[config.mk]
export PLATFORM = sky130hd
export DESIGN_NAME = msg_screen_ctrl
export DESIGN_NICKNAME = d
export VERILOG_FILES = /design/src/rtl/galaga_msg_pkg.sv /design/src/rtl/frame_tick_gen.sv /design/src/rtl/msg_screen_ctrl.sv
export SDC_FILE = /design/constraint.sdc
export NUM_CORES = 1
export LEC_CHECK = 0
export ABC_AREA = 1
export BUFFER_PORTS_ARGS = -buffer_cell sky130_fd_sc_hd__buf_4
export CAP_MARGIN = 20
export CORE_MARGIN = 3
export CORE_UTILIZATION = 40
export CTS_CLUSTER_SIZE = 20
export DETAILED_ROUTE_END_ITERATION = 7
export PLACE_DENSITY_LB_ADDON = 0.05
export SKIP_CTS_REPAIR_TIMING = 1
export SYNTH_ARGS = -nofsm -noshare
export SYNTH_HDL_FRONTEND = slang
export SYNTH_SLANG_ARGS = --single-unit
[constraint.sdc]
create_clock -name Clk -period 3.8 [get_ports Clk]
set_input_delay 0.19 -clock Clk [delete_from_list [all_inputs] [get_ports Clk]]
set_output_delay 0.19 -clock Clk [all_outputs]
set_load 0.005 [all_outputs]
[src/rtl/galaga_msg_pkg.sv]
// rtl/galaga_msg_pkg.sv - message screen state encoding and text colours
// fade_chan exists only when MSG_FADE_EN is defined
package galaga_msg_pkg;

  typedef enum logic [2:0] {
    ST_TITLE    = 3'd0,
    ST_PLAY     = 3'd1,
    ST_BOSS     = 3'd2,
    ST_GAMEOVER = 3'd3,
    ST_WIN      = 3'd4
  } msg_state_t;

  localparam logic [23:0] COL_WHITE  = 24'hFF_FF_FF;
  localparam logic [23:0] COL_CYAN   = 24'h00_FF_FF;
  localparam logic [23:0] COL_RED    = 24'hFF_00_00;
  localparam logic [23:0] COL_YELLOW = 24'hFF_FF_00;

`ifdef MSG_FADE_EN
  // step 15 gives c*16>>4 = c, so the ramp ends at full intensity
  function automatic logic [7:0] fade_chan(input logic [7:0] c, input logic [3:0] step);
    logic [11:0] prod;
    prod = 12'(c) * (12'(step) + 12'd1);
    return prod[11:4];
  endfunction
`endif

endpackage

[src/rtl/frame_tick_gen.sv]
// rtl/frame_tick_gen.sv - vsync synchroniser and rising-edge pulse generator
module frame_tick_gen (
  input  logic Clk,
  input  logic Reset_n,
  input  logic frame_clk,
  output logic frame_tick
);

  logic sync_q1;
  logic sync_q2;
  logic edge_q;

  always_ff @(posedge Clk) begin
    if (!Reset_n) begin
      sync_q1 <= 1'b0;
      sync_q2 <= 1'b0;
      edge_q  <= 1'b0;
    end else begin
      sync_q1 <= frame_clk;
      sync_q2 <= sync_q1;
      edge_q  <= sync_q2;
    end
  end

  assign frame_tick = sync_q2 & ~edge_q;

endmodule

[src/rtl/msg_screen_ctrl.sv]
// rtl/msg_screen_ctrl.sv - message screen FSM, frame timers and text overlay mux
// Optional brightness ramp on BOSS/GAMEOVER/WIN entry: MSG_FADE_EN
module msg_screen_ctrl
  import galaga_msg_pkg::*;
#(
  parameter int BANNER_FRAMES  = 120,
  parameter int BLINK_FRAMES   = 30,
  parameter int END_FRAMES     = 300,
  parameter int LOCKOUT_FRAMES = 60
) (
  input  logic       Clk,
  input  logic       Reset_n,
  input  logic       frame_clk,
  input  logic       start_key,
  input  logic       boss_wave,
  input  logic       player_dead,
  input  logic       all_cleared,
  input  logic       is_galaga,
  input  logic       is_press_start,
  input  logic       is_boss,
  input  logic       is_gameover,
  input  logic       is_you_win,
  output logic       overlay_on,
  output logic [7:0] Red,
  output logic [7:0] Green,
  output logic [7:0] Blue,
  output logic       game_run,
  output logic [2:0] msg_state
);

  localparam logic [8:0] BANNER_LAST = 9'(BANNER_FRAMES - 1);
  localparam logic [8:0] BLINK_LAST  = 9'(BLINK_FRAMES - 1);
  localparam logic [8:0] END_LAST    = 9'(END_FRAMES - 1);
  localparam logic [8:0] LOCKOUT_MIN = 9'(LOCKOUT_FRAMES);

  msg_state_t state, state_nxt;
  logic [8:0] frame_cnt;
  logic [8:0] blink_cnt;
  logic       blink_on;
  logic       frame_tick;
  logic       text_hit;
  logic [23:0] text_col;

  frame_tick_gen u_tick (
    .Clk       (Clk),
    .Reset_n   (Reset_n),
    .frame_clk (frame_clk),
    .frame_tick(frame_tick)
  );

  always_ff @(posedge Clk) begin
    if (!Reset_n) begin
      state <= ST_TITLE;
    end else begin
      state <= state_nxt;
    end
  end

  always_comb begin
    state_nxt = state;
    case (state)
      ST_TITLE: if (start_key) state_nxt = ST_PLAY;
      ST_PLAY: begin
        if (player_dead)      state_nxt = ST_GAMEOVER;
        else if (all_cleared) state_nxt = ST_WIN;
        else if (boss_wave)   state_nxt = ST_BOSS;
      end
      ST_BOSS: begin
        if (player_dead)                                state_nxt = ST_GAMEOVER;
        else if (frame_tick && frame_cnt == BANNER_LAST) state_nxt = ST_PLAY;
      end
      ST_GAMEOVER, ST_WIN: begin
        if (start_key && frame_cnt >= LOCKOUT_MIN)    state_nxt = ST_TITLE;
        else if (frame_tick && frame_cnt == END_LAST) state_nxt = ST_TITLE;
      end
      default: state_nxt = ST_TITLE;
    endcase
  end

  // A state change always restarts the frame count, even on a tick cycle
  always_ff @(posedge Clk) begin
    if (!Reset_n) begin
      frame_cnt <= 9'd0;
      blink_cnt <= 9'd0;
      blink_on  <= 1'b1;
    end else if (state_nxt != state) begin
      frame_cnt <= 9'd0;
      if (state_nxt == ST_TITLE) begin
        blink_cnt <= 9'd0;
        blink_on  <= 1'b1;
      end
    end else if (frame_tick) begin
      if (frame_cnt != 9'h1FF) frame_cnt <= frame_cnt + 9'd1;
      if (state == ST_TITLE) begin
        if (blink_cnt == BLINK_LAST) begin
          blink_cnt <= 9'd0;
          blink_on  <= ~blink_on;
        end else begin
          blink_cnt <= blink_cnt + 9'd1;
        end
      end
    end
  end

  always_comb begin
    text_hit = 1'b0;
    text_col = 24'h0;
    case (state)
      ST_TITLE: begin
        if (is_galaga) begin
          text_hit = 1'b1;
          text_col = COL_WHITE;
        end else if (is_press_start && blink_on) begin
          text_hit = 1'b1;
          text_col = COL_CYAN;
        end
      end
      ST_BOSS:     begin text_hit = is_boss;     text_col = COL_RED;    end
      ST_GAMEOVER: begin text_hit = is_gameover; text_col = COL_RED;    end
      ST_WIN:      begin text_hit = is_you_win;  text_col = COL_YELLOW; end
      default:     begin text_hit = 1'b0;        text_col = 24'h0;      end
    endcase
`ifdef MSG_FADE_EN
    if (state != ST_TITLE && frame_cnt < 9'd16) begin
      text_col = {fade_chan(text_col[23:16], frame_cnt[3:0]),
                  fade_chan(text_col[15:8],  frame_cnt[3:0]),
                  fade_chan(text_col[7:0],   frame_cnt[3:0])};
    end
`endif
  end

  assign overlay_on = text_hit;
  assign Red        = text_hit ? text_col[23:16] : 8'h00;
  assign Green      = text_hit ? text_col[15:8]  : 8'h00;
  assign Blue       = text_hit ? text_col[7:0]   : 8'h00;
  assign game_run   = (state == ST_PLAY) || (state == ST_BOSS);
  assign msg_state  = state;

endmodule

==> results of run 1 <==
-- stage by stage --
stage | instances | util [%] | cell area [sq um] | power [mW] | hold WS (ns)
after global placement | 334 | 47.2 | 1960 | 0.742 | 0.375
final | 338 | 48.4 | 2010 | 0.902 | 0.0903
after detailed placement | 334 | 47.2 | 1960 | 0.744 | 0.377
after global routing | 338 | 48.4 | 2010 | 0.982 | 0.106
after CTS | 338 | 48.4 | 2010 | 0.913 | 0.0806
after floorplan | 269 | - | 1790 | 0.666 | 0.288
-- placed cells by master (no fill, tap or decap), drive strengths merged, types with 2 or more instances in the layout --
master,count
nand4,8
ha,5
xor2,7
o21ai,3
nor3,10
clkbuf,3
buf,40
nand3,25
or2,2
nand2,66
nor2,39
dfxtp,25
a21oi,7
inv,38
nor4,2
-- kinds of logic (layout without fill, tap and decap cells) --
| family | after synthesis | count (layout) | share of synthesized area (%) |
|---|---|---|---|
| compound gates | 16 | 16 | 5.87 |
| xor+xnor | 8 | 8 | 3.92 |
| fa+ha+maj | 5 | 5 | 3.50 |
| buf+inv | 63 | 82 | 18.9 |
| flops | 25 | 25 | 28.0 |
| simple gates | 152 | 152 | 39.9 |
-- cells in the mapped netlist, drive strengths merged (2+ instances only) --
library cell	n	share of area, %
xor2	7	3.4
nand3	25	9.1
nand4	8	2.8
nor3	10	3.7
a21oi	7	2.2
ha	5	3.5
inv	38	8.0
o21ai	3	0.84
nor2	39	8.5
buf	24	11
dfxtp	25	28
or2	2	0.70
nor4	2	0.70
nand2	66	14
-- report_power, final --
part / total [mW] / internal (mW) / switching (mW)
Combinational: 0.403 / 0.179 / 0.224
Sequential: 0.334 / 0.297 / 0.0372
Clock: 0.166 / 0.0744 / 0.0912
Total: 0.902 / 0.550 / 0.352
-- how the worst max path moves through the flow --
stage                                endpoint  slack [ns]  cells past startpoint
floorplan                              Red[1]        1.32                      8
global placement    blink_cnt[7]$_SDFFE_PN0P_        1.22                     11
detailed placement                     Red[6]        1.11                      8
CTS                                    Red[6]        0.78                      8
global route                           Red[6]        0.52                      8
finish                                 Red[2]        0.87                      8
-- routing by layer --
metal | up-vias | global-route usage (%) | wire length (um)
li1 | 870 | - | -
met1 | 678 | 22.1 | 2000
met2 | 54 | 23.2 | 1560
met3 | 4 | 2.89 | 298
met4 | 0 | 4.30 | 34
met5 | - | 0 | 0
-- layout make-up --
class | count | area share (%)
clock buffer | 3 | 2.06
clock inverter | 1 | 0.374
inverter | 38 | 7.11
multi-input combinational | 181 | 47.4
sequential | 25 | 25.0
tap | 50 | 3.12
timing repair buffer | 40 | 15.0
-- registers in the layout, summed over array words and instances, names as in the netlist --
name,count
frame_cnt,9
u_tick.edge_q,1
u_tick.sync_q1,1
blink_on,1
msg_state,3
blink_cnt,9
u_tick.sync_q2,1
-- critical path, stage by stage (launching register included) --
cell and delay [ns]:
dfxtp_1 0.41, inv_1 0.15, nand3_2 0.11, a21oi_1 0.47, inv_1 0.08, nand2_1 0.23
a221o_1 0.17, a21boi_0 0.62, buf_4 0.23
==> flow_summary.json, run 1 <==
{
  "leakage_nw": 0.973,
  "vias_per_cell": 4.75,
  "start_util_pct": 43.2,
  "rsz0062_at_grt": "no",
  "h-tree-depth": 1,
  "drtAntennaViolNets": 0,
  "wl_um": 3890,
  "synth_fp_nets": 286,
  "finalClockSkew_ns": 0.00401,
  "timing.final.crit_share_pct": 77.1,
  "cts.sinks": 25,
  "routedWlPerCell_um": 11.5,
  "critPathMaxFanout": 9,
  "ys_ff_latch": 25,
  "clkTransAtPathRegs_ns": 0.10,
  "worst_pin_slew_ns": 0.746,
  "insertedDiodeCount": 0,
  "slew_violations": 0,
  "rows": 23,
  "hold_depth": 3,
  "cts_root_buffer": "clkbuf_8",
  "antenna_found_initial": 0,
  "yosys_most_used_dff": "dfxtp_1",
  "crit_path_end_kind": "output pin",
  "finalWeightedCongestion": 0.812,
  "dp_hpwl_um": 3020,
  "ys_warn_count": 0,
  "setup_tns_ns": 0,
  "syn_inst": 269,
  "grt_pass1_wl_um": 6560,
  "critPathKind": "reg2out",
  "clk_latency_ns": 0.27,
  "cts_tree": "yes",
  "setup_viol": 0,
  "grt_max_degree": 16,
  "route.detailed.drc": 0,
  "crit_path_start": "msg_state[1]$_SDFF_PN0_",
  "layout_setup_ws_ns": 0.871,
  "grt_pass1_vias": 1414,
  "cts_buffers": 3,
  "layout-drive-gt1-share_pct": 21.5,
  "clk_path_buf_depth": 2,
  "hold_viol": 0,
  "synth.avg_cell_area_sq_um": 6.65,
  "num_vias": 1606,
  "irDropWorstVdd_mv": 0.184,
  "multi_input_area_sq_um": 951,
  "synth_cell_types": 32,
  "ff_latch_area_sq_um": 500,
  "drv_cap": 0,
  "top_level_ports": 41,
  "fmax_mhz": 341,
  "relSlewSlack_pct": 49.8,
  "area_growth_pct": 12.1,
  "layout_min_cycle_time_ns": 2.93,
  "die_height_um": 72.9,
  "min-delay-start": "frame_clk",
  "arrival_ns": 2.74,
  "fillCellCount": 443,
  "core-area_sq_um": 4140,
  "critPathRequiredTime_ns": 3.61,
  "die_w_um": 72.9,
  "r2r_cells": 11,
  "ys_async_sr_fraction_pct": 0,
  "hold_end": "u_tick.sync_q1$_SDFF_PN0_",
  "setup.worst_path.start_class": "flop",
  "powerDensity_nw_per_um2": 450,
  "place_worst_setup_slack_ns": 1.11,
  "grtUsageTotal_pct": 15.3,
  "rrSetupSlack_ns": 1.21,
  "die_area_sq_um": 5310,
  "fin_nets": 306,
  "status": "finished clean",
  "dr.pass1.iters": 4,
  "io_buffers": 40,
  "hp-class": "in2reg",
  "syn_area_sq_um": 1790,
  "overflow": 0,
  "synth_edf_count": 0,
  "synth_seq_area_share_pct": 28.0,
  "drt-initial-drc-count": 98,
  "r2r_end": "blink_cnt[3]$_SDFFE_PN0P_",
  "timing.rr.start": "msg_state[2]$_SDFF_PN0_"
}
No activity file was read; power rests on OpenSTA's default activity.
==> run 2, diff against run 1 <==
- clock period: 3.8 -> 2.88 ns (I/O delays scaled with it)
==> run 2 against run 1 <==
  * Combinational power increased by 35%
  * Wire length decreased by 2.6%
  * Clock power increased by 30%
  * Clock skew decreased by 0.0019 ns
  * Final area increased by 1.1%
  * Utilization increased by 0.54 points
  * Sequential cell count unchanged
  * Critical endpoint unchanged
  * Largest power group unchanged
==> flow_summary.json, run 2 (synthesis results as in run 1) <==
{
  "status": "finished clean",
  "final_cell_mix": "64 x nand2_1, 43 x buf_4, 37 x nor2_1, 36 x inv_1, 25 x dfxtp_1",
  "cts_tree": "yes",
  "utilization_pct": 48.9,
  "worst_pin_slew_ns": 0.516,
  "setup_viol": 0,
  "path_buf_inv": 4,
  "setup_tns_ns": 0,
  "core-area_sq_um": 4140,
  "slowest_stage": "a21boi_1",
  "fmax_mhz": 410,
  "clk_latency_ns": 0.27,
  "power.net_switching_uw": 460,
  "relSlewSlack_pct": 65.3,
  "dr.pass1.iters": 4,
  "io_buffers": 40,
  "rrSetupSlack_ns": 0.61,
  "cts.sinks": 25,
  "h-tree-depth": 1,
  "switching_share_pct": 38.4,
  "hp-class": "in2reg",
  "powerDensity_nw_per_um2": 591,
  "timing.rr.start": "msg_state[2]$_SDFF_PN0_",
  "top_level_ports": 41,
  "layout-drive-gt1-share_pct": 22.3,
  "hold_viol": 0,
  "critPathRequiredTime_ns": 2.74,
  "finalClockSkew_ns": 0.00206,
  "cts_buffers": 3,
  "path_delay_family": "compound AO/OA/AOI/OAI gates",
  "dp_hpwl_um": 3010,
  "clockPowerShare_pct": 17.9,
  "pwr-share-seq_pct": 36.7,
  "finalWeightedCongestion": 0.852,
  "rows": 23,
  "critPathKind": "reg2out",
  "dpl.cell_count": 337,
  "fin_cells": 341,
  "routedWlPerCell_um": 11.1,
  "fillCellCount": 442,
  "route.detailed.drc": 0,
  "critPathMaxFanout": 9,
  "area_growth_pct": 13.4,
  "grtUsageTotal_pct": 14.9,
  "fin_nets": 309,
  "layout_commonest_cell": "nand2_1",
  "slew_violations": 0,
  "clk_path_buf_depth": 2,
  "drv_cap": 0,
  "place_worst_setup_slack_ns": 0.498,
  "grt_max_degree": 16,
  "timing.final.crit_share_pct": 84.7,
  "max_stage_delay_ns": 0.45,
  "fin_total_pwr_mw": 1.20,
  "die_w_um": 72.9,
  "layout_min_cycle_time_ns": 2.44,
  "irDropWorstVdd_mv": 0.228,
  "drtAntennaViolNets": 0,
  "internal-power_uw": 739,
  "insertedDiodeCount": 0,
  "crit_path_end_kind": "output pin",
  "vias_per_cell": 4.69,
  "leakage_nw": 0.987,
  "rsz0062_at_grt": "no",
  "pwr-share-comb_pct": 45.4,
  "clkTransAtPathRegs_ns": 0.09,
  "placed_area_sq_um": 1980,
  "antenna_found_initial": 0,
  "holdWs_ns": 0.0532,
  "num_vias": 1598,
  "start_util_pct": 43.2,
  "die_height_um": 72.9,
  "min-delay-start": "frame_clk",
  "grt_pass1_wl_um": 6420,
  "overflow": 0,
  "grt_pass1_vias": 1418,
  "drt-initial-drc-count": 67,
  "cts_root_buffer": "clkbuf_8",
  "die_area_sq_um": 5310,
  "crit_chain": "inv_1 > nand3_2 > a21oi_1 > buf_4 > inv_1 > nand2_1 > a221o_1 > a21boi_1 > buf_4",
  "layout_setup_ws_ns": 0.439,
  "arrival_ns": 2.30,
  "wl_um": 3790,
  "setup.worst_path.start_class": "flop",
  "final_area_sq_um": 2030,
  "crit_path_start": "msg_state[1]$_SDFF_PN0_"
}
## run 2: cell count changes in the layout (fill, tap and decap cells not counted)
cell      previous run  this run
buf_4               40        43
a21boi_0             1         0
a21boi_1             0         1
## run 2: final cells by class
type	instances	area (sq um)	area share, %
clock buffer	3	41.3	2.04
tap	50	62.6	3.08
clock inverter	1	7.51	0.370
inverter	38	143	7.03
sequential	25	500	24.7
timing repair buffer	43	323	15.9
multi-input combinational	181	951	46.9
## run 2: final timing paths
path                                to  cells past startpoint
max                             Red[2]                      9
min          u_tick.sync_q1$_SDFF_PN0_                      3
max reg2reg  blink_cnt[7]$_SDFFE_PN0P_                     11
min reg2reg  u_tick.sync_q2$_SDFF_PN0_                      2
## run 2: tightest hold or removal path: cells and delay by family
| kind | cells | cell delay [ns] |
|---|---|---|
| buffers and inverters | 2 | 0.11 |
| AND/OR/NAND/NOR | 1 | 0.04 |
## run 2: metal layers
| metal | GRT usage (%) | wire length, um |
|---|---|---|
| met1 | 21.3 | 1990 |
| met2 | 22.9 | 1500 |
| met3 | 3.17 | 274 |
| met4 | 3.07 | 23 |
| met5 | 0 | 0 |
## run 2: power by group through the flow
stage | clock, mW | combinational (mW) | sequential [mW]
after floorplan | 0 | 0.444 | 0.435
after global placement | 0 | 0.547 | 0.447
after detailed placement | 0 | 0.546 | 0.447
after CTS | 0.227 | 0.548 | 0.440
after global routing | 0.243 | 0.612 | 0.450
final | 0.215 | 0.544 | 0.440
==> run 3, diff against run 2 <==
- clock period: 2.88 -> 2.3 ns (I/O delays scaled with it)
==> run 3 against run 2 <==
  * Setup slack worse by 0.20 ns
  * Utilization up 0.45 points
  * Global-route usage up 0.20 points
  * Clock power up 23%
  * Clock skew up 0.0013 ns
  * Via count up 3.6%
  * Final cell count up 0.59%
  * Wire length up 1.1%
  * Critical path type is now reg2reg
  * Die area unchanged
  * Total power up 26%
  * Sequential share of layout area down 0.23 points
  * Final area up 0.92%
  * Largest power group unchanged
==> flow_summary.json, run 3 (synthesis results as in run 1) <==
{
  "setup.worst_path.start_class": "flop",
  "worst_pin_slew_ns": 0.456,
  "finalClockSkew_ns": 0.00339,
  "clk_latency_ns": 0.27,
  "fin_total_pwr_mw": 1.51,
  "final_cell_mix": "63 x nand2_1, 45 x buf_4, 37 x nor2_1, 36 x inv_1, 25 x dfxtp_1",
  "num_vias": 1655,
  "drtAntennaViolNets": 0,
  "finalWeightedCongestion": 0.809,
  "fmax_mhz": 486,
  "vias_per_cell": 4.83,
  "layout_min_cycle_time_ns": 2.06,
  "cp-endpoint": "blink_cnt[3]$_SDFFE_PN0P_",
  "slew_violations": 0,
  "die_area_sq_um": 5310,
  "layout-drive-gt1-share_pct": 23.5,
  "route.detailed.drc": 0,
  "powerDensity_nw_per_um2": 737,
  "timing.final.crit_share_pct": 89.4,
  "dpl.cell_count": 339,
  "antenna_found_initial": 0,
  "r2r_end": "blink_cnt[3]$_SDFFE_PN0P_",
  "cts_buffers": 3,
  "r2r_cells": 12,
  "drv_cap": 0,
  "cts_tree": "yes",
  "layout_commonest_cell": "nand2_1",
  "holdWs_ns": 0.0217,
  "fin_cells": 343,
  "top_level_ports": 41,
  "io_buffers": 40,
  "dr.pass1.iters": 4,
  "area_growth_pct": 14.4,
  "min-delay-start": "frame_clk",
  "hp-class": "in2reg",
  "setup_tns_ns": 0,
  "critPathRequiredTime_ns": 2.46,
  "drt-initial-drc-count": 78,
  "grt_pass1_vias": 1424,
  "fin_nets": 311,
  "status": "finished clean",
  "relSlewSlack_pct": 69.3,
  "layout_setup_ws_ns": 0.244,
  "cts_root_buffer": "clkbuf_8",
  "critPathMaxFanout": 10,
  "die_w_um": 72.9,
  "rows": 23,
  "place_worst_setup_slack_ns": 0.242,
  "rsz0062_at_grt": "no",
  "wl_um": 3830,
  "irDropWorstVdd_mv": 0.297,
  "timing.rr.start": "msg_state[1]$_SDFF_PN0_",
  "rrSetupSlack_ns": 0.24,
  "placed_area_sq_um": 1990,
  "final_area_sq_um": 2050,
  "overflow": 0,
  "crit_path_end_kind": "flop",
  "arrival_ns": 2.22,
  "cts.sinks": 25,
  "core-area_sq_um": 4140,
  "grt_pass1_wl_um": 6420,
  "critPathKind": "reg2reg",
  "hold_depth": 3,
  "insertedDiodeCount": 0,
  "clkTransAtPathRegs_ns": 0.09,
  "hold_viol": 0,
  "die_height_um": 72.9,
  "grt_max_degree": 15,
  "setup_viol": 0,
  "leakage_nw": 1.00,
  "dp_hpwl_um": 3070,
  "routedWlPerCell_um": 11.2,
  "clk_path_buf_depth": 2,
  "utilization_pct": 49.4,
  "start_util_pct": 43.2,
  "h-tree-depth": 1,
  "crit_path_start": "msg_state[1]$_SDFF_PN0_",
  "grtUsageTotal_pct": 15.1
}
run 3: per-layer routing:
metal  GRT usage, %  up-vias  wire length, um
met2           23.3       56             1620
li1               -      874                -
met5              0        -                0
met3           3.17        4              307
met4           4.51        0               34
met1           21.0      721             1870
run 3: power breakdown:
part	switching [mW]	leakage [nW]	internal (mW)
registers	0.0605	0.204	0.490
logic	0.372	0.772	0.322
clock network	0.144	0.0255	0.121
total	0.576	1.00	0.934
run 3: area by class of cell:
cell class	instances	area, sq um
fillers	432	2100
multi-input cells	181	957
flip-flops and latches	25	500
repair buffers	45	338
inverters	38	143
well taps	50	62.6
clock buffers	3	41.3
clock inverters	1	5.00
run 3: how the worst min path moves through the flow:
stage / slack [ns] / to
after floorplan: 0.21 / u_tick.sync_q1$_SDFF_PN0_
after global placement: 0.30 / u_tick.sync_q1$_SDFF_PN0_
after detailed placement: 0.30 / u_tick.sync_q1$_SDFF_PN0_
after CTS: 0.01 / u_tick.sync_q1$_SDFF_PN0_
after global routing: 0.03 / u_tick.sync_q1$_SDFF_PN0_
final: 0.02 / u_tick.sync_q1$_SDFF_PN0_
run 3: worst max-delay path: stages (launching register included):
cell,delay [ns]
dfxtp_1,0.53
nand2_1,0.17
nor2_1,0.25
nand2_1,0.13
nand3_2,0.11
nand2_1,0.05
nand2_1,0.11
buf_4,0.20
nand3_2,0.11
nand2_4,0.12
nand2_1,0.06
nand2_1,0.06
nor2_1,0.04
